===== src/rtl/mc_sequencer_if.sv =====
// Handshake and strobe bundle between the RV32I multicycle datapath and its sequencer.
interface mc_sequencer_if #(
  parameter int unsigned CNT_W = 32
);
  logic             Run;
  logic [6:0]       OpCode;
  logic             imem_ready;
  logic             dmem_ready;
  logic             IMRd;
  logic             IRWr;
  logic             PCWr;
  logic             RUWr;
  logic             DMRd;
  logic             DMWr;
  logic             Halt;
  logic             Trap;
  logic [2:0]       State;
  logic [CNT_W-1:0] InstRet;

  // Datapath / environment side.
  modport master (
    output Run, OpCode, imem_ready, dmem_ready,
    input  IMRd, IRWr, PCWr, RUWr, DMRd, DMWr, Halt, Trap, State, InstRet
  );

  // Sequencer side.
  modport slave (
    input  Run, OpCode, imem_ready, dmem_ready,
    output IMRd, IRWr, PCWr, RUWr, DMRd, DMWr, Halt, Trap, State, InstRet
  );
endinterface


===== src/rtl/mc_sequencer.sv =====
// Multicycle control sequencer: steps each instruction through FETCH/DECODE/EXEC/MEM/WB,
// fires the state-changing strobes, stalls on memory ready and counts retirements.
module mc_sequencer #(
  parameter int unsigned CNT_W = 32
) (
  input  logic          clk,
  input  logic          rst_n,
  mc_sequencer_if.slave bus
);

  typedef enum logic [2:0] {
    StFetch  = 3'd0,
    StDecode = 3'd1,
    StExec   = 3'd2,
    StMem    = 3'd3,
    StWb     = 3'd4,
    StHalt   = 3'd5,
    StTrap   = 3'd6
  } state_e;

  typedef enum logic [1:0] {
    ClsAlu,
    ClsLoad,
    ClsStore,
    ClsBranch
  } cls_e;

  state_e           state_q;
  cls_e             cls_q;
  logic             halt_q;
  logic             trap_q;
  logic [CNT_W-1:0] instret_q;

  cls_e dec_cls;
  logic dec_sys;
  logic dec_ill;

  logic imrd;
  logic irwr;
  logic pcwr;
  logic ruwr;
  logic dmrd;
  logic dmwr;

  // Classify the opcode currently presented by IR; only consumed in DECODE.
  always_comb begin
    dec_cls = ClsAlu;
    dec_sys = 1'b0;
    dec_ill = 1'b0;
    case (bus.OpCode)
      7'b0110011, 7'b0010011, 7'b0110111,
      7'b0010111, 7'b1101111, 7'b1100111: dec_cls = ClsAlu;
      7'b0000011:                          dec_cls = ClsLoad;
      7'b0100011:                          dec_cls = ClsStore;
      7'b1100011:                          dec_cls = ClsBranch;
      7'b1110011:                          dec_sys = 1'b1;
      default:                             dec_ill = 1'b1;
    endcase
  end

  // Strobes are combinational from state and same-cycle handshakes; forced low in reset.
  always_comb begin
    imrd = 1'b0;
    irwr = 1'b0;
    pcwr = 1'b0;
    ruwr = 1'b0;
    dmrd = 1'b0;
    dmwr = 1'b0;
    if (rst_n) begin
      unique case (state_q)
        StFetch: begin
          imrd = bus.Run;
          irwr = bus.Run & bus.imem_ready;
        end
        StExec: pcwr = (cls_q == ClsBranch);
        StMem: begin
          dmrd = (cls_q == ClsLoad);
          dmwr = (cls_q == ClsStore);
          pcwr = (cls_q == ClsStore) & bus.dmem_ready;
        end
        StWb: begin
          ruwr = 1'b1;
          pcwr = 1'b1;
        end
        default: ;
      endcase
    end
  end

  // Sequencer FSM, latched instruction class, sticky halt/trap flags and retire counter.
  always_ff @(posedge clk or negedge rst_n) begin
    if (!rst_n) begin
      state_q   <= StFetch;
      cls_q     <= ClsAlu;
      halt_q    <= 1'b0;
      trap_q    <= 1'b0;
      instret_q <= '0;
    end else begin
      // Every PC update marks exactly one retired instruction.
      if (pcwr) begin
        instret_q <= instret_q + CNT_W'(1);
      end
      unique case (state_q)
        StFetch: begin
          if (bus.Run && bus.imem_ready) begin
            state_q <= StDecode;
          end
        end
        StDecode: begin
          if (dec_sys) begin
            state_q <= StHalt;
            halt_q  <= 1'b1;
          end else if (dec_ill) begin
            state_q <= StTrap;
            trap_q  <= 1'b1;
          end else begin
            // Path is frozen here so later OpCode changes cannot redirect it.
            cls_q   <= dec_cls;
            state_q <= StExec;
          end
        end
        StExec: begin
          unique case (cls_q)
            ClsBranch:         state_q <= StFetch;
            ClsLoad, ClsStore: state_q <= StMem;
            default:           state_q <= StWb;
          endcase
        end
        StMem: begin
          if (bus.dmem_ready) begin
            state_q <= (cls_q == ClsLoad) ? StWb : StFetch;
          end
        end
        StWb:   state_q <= StFetch;
        StHalt: ;
        StTrap: ;
        default: begin
          state_q <= StTrap;
          trap_q  <= 1'b1;
        end
      endcase
    end
  end

  assign bus.IMRd    = imrd;
  assign bus.IRWr    = irwr;
  assign bus.PCWr    = pcwr;
  assign bus.RUWr    = ruwr;
  assign bus.DMRd    = dmrd;
  assign bus.DMWr    = dmwr;
  assign bus.Halt    = halt_q;
  assign bus.Trap    = trap_q;
  assign bus.State   = state_q;
  assign bus.InstRet = instret_q;

endmodule

===== src/flat_wrapper.sv =====
// flat-port wrapper written by rule: the top's interface ports become plain ports
module mc_sequencer_flat 
#(
  parameter int unsigned CNT_W = 32
)
  (clk, rst_n, bus_Run, bus_OpCode, bus_imem_ready, bus_dmem_ready, bus_IMRd, bus_IRWr, bus_PCWr, bus_RUWr, bus_DMRd, bus_DMWr, bus_Halt, bus_Trap, bus_State, bus_InstRet);
  mc_sequencer_if #(.CNT_W(CNT_W)) bus_i ();
  input  logic clk;
  input  logic rst_n;
  input wire logic [$bits(bus_i.Run)-1:0] bus_Run;
  input wire logic [$bits(bus_i.OpCode)-1:0] bus_OpCode;
  input wire logic [$bits(bus_i.imem_ready)-1:0] bus_imem_ready;
  input wire logic [$bits(bus_i.dmem_ready)-1:0] bus_dmem_ready;
  output wire logic [$bits(bus_i.IMRd)-1:0] bus_IMRd;
  output wire logic [$bits(bus_i.IRWr)-1:0] bus_IRWr;
  output wire logic [$bits(bus_i.PCWr)-1:0] bus_PCWr;
  output wire logic [$bits(bus_i.RUWr)-1:0] bus_RUWr;
  output wire logic [$bits(bus_i.DMRd)-1:0] bus_DMRd;
  output wire logic [$bits(bus_i.DMWr)-1:0] bus_DMWr;
  output wire logic [$bits(bus_i.Halt)-1:0] bus_Halt;
  output wire logic [$bits(bus_i.Trap)-1:0] bus_Trap;
  output wire logic [$bits(bus_i.State)-1:0] bus_State;
  output wire logic [$bits(bus_i.InstRet)-1:0] bus_InstRet;
  assign bus_i.Run = bus_Run;
  assign bus_i.OpCode = bus_OpCode;
  assign bus_i.imem_ready = bus_imem_ready;
  assign bus_i.dmem_ready = bus_dmem_ready;
  assign bus_IMRd = bus_i.IMRd;
  assign bus_IRWr = bus_i.IRWr;
  assign bus_PCWr = bus_i.PCWr;
  assign bus_RUWr = bus_i.RUWr;
  assign bus_DMRd = bus_i.DMRd;
  assign bus_DMWr = bus_i.DMWr;
  assign bus_Halt = bus_i.Halt;
  assign bus_Trap = bus_i.Trap;
  assign bus_State = bus_i.State;
  assign bus_InstRet = bus_i.InstRet;
  mc_sequencer #(.CNT_W(CNT_W)) u_core (.clk(clk), .rst_n(rst_n), .bus(bus_i));
endmodule

===== config.mk =====
export PLATFORM = sky130hd
export DESIGN_NAME = mc_sequencer_flat
export DESIGN_NICKNAME = d
export VERILOG_FILES = /design/src/rtl/mc_sequencer_if.sv /design/src/rtl/mc_sequencer.sv /design/src/flat_wrapper.sv
export SDC_FILE = /design/constraint.sdc
export NUM_CORES = 1
export LEC_CHECK = 0
export CAP_MARGIN = 20
export CORE_MARGIN = 10
export CORE_UTILIZATION = 35
export CTS_CLUSTER_SIZE = 25
export DETAILED_ROUTE_END_ITERATION = 7
export SYNTH_ARGS = -nofsm -noshare
export SYNTH_HDL_FRONTEND = slang
export SYNTH_SLANG_ARGS = --single-unit

===== constraint.sdc =====
create_clock -name clk -period 2.5 [get_ports clk]
set_input_delay 0.5 -clock clk [delete_from_list [all_inputs] [get_ports clk]]
set_output_delay 0.5 -clock clk [all_outputs]
set_load 0.02 [all_outputs]

; ---- Word-level counts from Yosys, hierarchy flattened
; Index checks and enable logic that the tools add are counted.
[word_totals]
regBits = 39
input_bits = 12
elab_cells = 68
[classes]
add_sub_neg = 1
eq_ne = 23
n_mux = 24
bitwise = 5
reduce_logical = 10
[op_table]
columns = operator, count
row1 = "32-bit by 1-bit adder with 32-bit output, second input constant", 1
row2 = "7-bit == test, second input constant", 4
row3 = "7-bit by 6-bit == test with 1-bit output, second input constant", 3
row4 = 3-bit case mux with 6 select lines, 1
row5 = 3-bit 2-to-1 mux, 5
row6 = "7-bit by 5-bit == test with 1-bit output, second input constant", 2
row7 = 1-bit 2-to-1 mux, 14
row8 = 10-bit OR reduction, 1
row9 = "3-bit == test, second input constant", 3
row10 = 3-bit AND reduction, 3
row11 = "7-bit by 2-bit == test with 1-bit output, second input constant", 1
row12 = "3-bit by 2-bit == test with 1-bit output, second input constant", 2
row13 = "2-bit inequality test, second input constant", 3
row14 = 2-bit case mux with 3 select lines, 1
row15 = 3-bit case mux with 2 select lines, 1
row16 = 6-bit OR reduction, 1
row17 = "2-bit == test, second input constant", 2
row18 = 2-bit OR reduction, 2
row19 = "3-bit by 1-bit == test with 1-bit output, second input constant", 1
row20 = 3-bit logical NOT, 1
row21 = 1-bit NOT, 3
row22 = 1-bit case mux with 3 select lines, 1
row23 = 1-bit bitwise AND, 2
row24 = "2-bit by 1-bit == test with 1-bit output, second input constant", 1
row25 = 4 further kinds, 4

; ---- Depth between registers and ports, before layout
[depth]
depth_word = 5
depth_mapped = 7

; ---- Worst setup path after synthesis
; No wires, ideal clock.
[synth_timing]
path_kind = register -> register
start = register u_core.state_q[2] (netlist: u_core.bus.State[2])
end = register u_core.instret_q[16] (netlist: u_core.bus.InstRet[16])
setup_time_ns = 0.080
arrival_ns = 1.804
setup_slack_ns = 0.616
stages_incl_launch_ff = 7
path_buffers = 1
period_less_slack_ns = 1.884
cell_sequence = dfrtp_1 > and4b_1 > nand3_2 > a2111o_1 > buf_4 > nor3b_2 > xor2_1
[synth_between]
elab_chain_cells = 3
[synth_rtl]
columns = element, line_no
row1 = from (decl), mc_sequencer.sv:28  ; state_e state_q;
row2 = from (signal assigned), mc_sequencer.sv:93  ; state_q <= StFetch;
row3 = from (signal assigned), mc_sequencer.sv:106  ; state_q <= StDecode;
row4 = from (signal assigned), mc_sequencer.sv:111  ; state_q <= StHalt;
row5 = 3-bit == test / 3-bit by 2-bit == test with 1-bit output (equally long branches), mc_sequencer.sv:70  ; unique case (state_q)
row6 = 1-bit case mux with 3 select lines *, mc_sequencer.sv:70
row7 = 1-bit 2-to-1 mux *, mc_sequencer.sv:69  ; if (rst_n) begin
row8 = to (signal assigned), mc_sequencer.sv:101  ; instret_q <= instret_q + CNT_W'(1);
row9 = to (decl), mc_sequencer.sv:32  ; logic [CNT_W-1:0] instret_q;
; Mark *: on every way between the ends. The rest lies on a longest branch, timed or not.
; A chain may end at the register's enable or synchronous reset.

; ---- Worst setup path in the final report
[layout_timing]
start = register u_core.state_q[0] (netlist: u_core.bus.State[0])
end = output port bus_IRWr
[layout_between]
elab_chain_cells = 3
[layout_rtl]
columns = element, line_no
row1 = 3-bit logical NOT, mc_sequencer.sv:70
row2 = 1-bit 2-to-1 mux, mc_sequencer.sv:70
row3 = 1-bit 2-to-1 mux, mc_sequencer.sv:69
row4 = to (decl), flat_wrapper.sv:15  ; output wire logic [$bits(bus_i.IRWr)-1:0] bus_IRWr;
; No other way between the ends.

==> flow_summary.ini <==
[pwr]
p_leak_nw = 1.269
powerDensity_nw_per_um2 = 714.5
ir_drop_uv = 317.6

[sta]
tightest_slew_ps = 518.0
final.setup_skew_ps = 12.82
setup_violations = 0
slew_violations = 0
min_period_over_period = 0.9467
fin_crit_ps = 2367
max_freq_mhz = 422.5
finalHoldViolations = 0
slew_headroom = 0.6515

[critical_path]
r2r_setup_slack_ps = 460
crit_required_ps = 2000
critPathArrivalTime_ps = 1870
reg2reg_to = u_core.bus.InstRet[16]$_DFFE_PN0P_
worst_r2r_startpoint = u_core.bus.State[2]$_DFFE_PN0P_
criticalPathCategory = reg2out
crit_path_end_kind = output pin
cp-start-kind = register
cp_max_fo = 5
reg2reg_depth = 6

[detailed_routing]
detail-route-antenna-nets = 0
wire_per_inst_um = 13.92
viasPerCell = 4.771
drc = 0
vias = 1603
first_iter_violations = 44
first_pass_iters = 4
wirelength_um = 4676

[global_routing]
track_usage = 0.09845
globalRouteMet2Util = 0.1616
met3_usage = 0.02910
use_met1 = 0.1166
grt_antenna_before_repair = 0
grt_pass1_wl_um = 7900
gr-total-overflow = 0
grt_max_degree = 28
grt_busiest_layer = met2
grt_pass1_vias = 1601

[placement]
finalWeightedCongestion = 0.7939
dp.cells = 328
io_buffers = 54
dp_hpwl_um = 3656
placed_area_um2 = 2705

[yosys]
synth_top_area_frac = 0.4747
syn_nets = 217
ys_types = 45
synthArstFlopShare = 1.000
synth_seq_area_share = 0.4747
netlist_area_um2 = 2056
syn_inst = 200
synth-edff-count = 0
synth_area_leaders = dfrtp_1 47%, xor2_1 7.2%, xnor2_1 6.4%
synth_top_area_cell = dfrtp_1
synth_warnings = 0
synth_ff_type = dfrtp_1
ys_ff_latch = 39
syn_area_per_cell_um2 = 10.28

[clocking]
cts_sinks = 39
cts_tree = yes
post_cts.repair.setup_buffers = 0
htree_num_levels = 2
cts_buffer_depth = 2
clk_pin_slew_ps = 90
clock_latency_ps = 290
numCtsBuffers = 5
clockRootBuffer = clkbuf_8

[layout]
final_cell_count_no_fill = 336
antenna_cells = 0
nFillCells = 538
final_area_um2 = 2849
drive_gt1_frac = 0.1023
nNetsFinal = 280
area_delta_synth_final_pct = 38.59

[job]
drv_cap = 0

[die]
fp-row-count = 27
design.core.area_um2 = 5608
initial_core_util = 0.3666
fp.dieH_um = 96.64
die_area_um2 = 9339
ios = 55
dieWidth_um = 96.64

[run_status]
status = finished clean

[min_path]
hold_path.class = in2async
-- routing by layer --
metal  vias to the layer above  share of wire  wire, µm
met3                         2          0.046       217
met5                         -              0         0
met1                       749           0.46      2133
met2                        28           0.49      2278
li1                        824              -         -
met4                         0          0.010        47
-- state kept, by name, indices dropped and copies added, names as in the netlist --
name,flops
u_core.bus.Trap,1
u_core.bus.Halt,1
u_core.cls_q,2
u_core.bus.InstRet,32
u_core.bus.State,3
-- layout make-up --
class,instances,area [µm²],area share
Multi-Input combinational cell,146,1017,0.3571
Sequential cell,39,977.2,0.3430
Timing Repair Buffer,61,590.6,0.2073
Tap cell,72,90.09,0.03162
Clock buffer,5,68.82,0.02415
Clock inverter,3,67.56,0.02372
Inverter,10,37.54,0.01318
-- layout by cell type (no fill, tap or decap), types with 2 or more instances in the layout --
master            n
nor3_1            2
nand2b_1          4
and3_1            3
a21o_1            2
bufinv_16         2
nor3b_2           3
clkdlybuf4s50_1  52
inv_1            10
nand4_1           6
and2_1            5
a21oi_1           2
buf_4             7
o21ai_0           3
nand3_1          15
nor4_1            4
xor2_1           17
ha_1              5
clkbuf_8          5
xnor2_1          15
nor4b_1           2
nor2_1           14
dfrtp_1          38
a32oi_1           3
nor3_2            2
nand2_1          15
nor2b_1           3
a31oi_1           2
-- critical path, stage by stage, from the launching register on --
cell and delay (ps):
dfrtp_1 420, nor2b_1 230, and3_1 210, and2_1 120, clkdlybuf4s50_1 600
-- repair_timing --
action,in CTS,in global routing
hold buffers,0,0
endpoints found under the setup margin,1,1
gates resized for setup,1,2
cloned,0,0
-- cells in the mapped netlist (all sizes together) (2+ instances only) --
cell type and number:
nor4 4, nand2b 4, nor4b 2, nor3 4, and2 5, inv 10, nor2b 3, dfrtp 39
ha 5, nand4 6, a21oi 2, a32oi 3, a31oi 2, nor3b 4, xnor2 15, nand2 15
xor2 17, nand3 16, nor2 14, o21ai 4, a21o 2, buf 4, and3 3
-- power breakdown --
group	internal [mW]	leakage (nW)	total [mW]	switching (mW)
registers	0.708	0.505	0.806	0.0975
logic	0.296	0.699	0.602	0.305
clock network	0.398	0.0644	0.628	0.230
total	1.40	1.27	2.04	0.633
-- cells by family after synthesis --
logic type | Yosys count | share of synthesized area
compound gates | 18 | 0.06147
xor+xnor | 32 | 0.1363
fa+ha+maj | 5 | 0.03043
buf+inv | 15 | 0.03226
flops | 39 | 0.4747
mux | 2 | 0.01035
simple gates | 89 | 0.2544
-- worst max path at each step --
stage | from | end | slack (ps) | depth (start not counted)
3_5_place_dp | bus_dmem_ready | bus_PCWr | 140 | 4
4_1_cts | u_core.cls_q[0]$_DFFE_PN0P_ | bus_PCWr | 10 | 5
6_report | u_core.bus.State[0]$_DFFE_PN0P_ | bus_IRWr | 130 | 4
2_1_floorplan | u_core.bus.State[2]$_DFFE_PN0P_ | u_core.bus.InstRet[16]$_DFFE_PN0P_ | 620 | 6
3_3_place_gp | bus_dmem_ready | bus_PCWr | 160 | 4
5_1_grt | u_core.bus.State[0]$_DFFE_PN0P_ | bus_IRWr | -10 | 4
-- metrics by stage --
stage | hold slack, ps | power, mW | setup TNS [ps] | setup slack [ps] | util
after CTS | 166.7 | 2.065 | 0 | 11.35 | 0.5069
final | 168.6 | 2.036 | 0 | 133.3 | 0.5080
after global placement | 441.5 | 1.420 | 0 | 159.4 | 0.4824
after global routing | 174.9 | 2.173 | -14.05 | -14.05 | 0.5080
after floorplan | 204.4 | 1.157 | 0 | 616.2 | -
after detailed placement | 447.4 | 1.427 | 0 | 136.0 | 0.4824
Note: power is estimated with default switching activity, not from simulation.
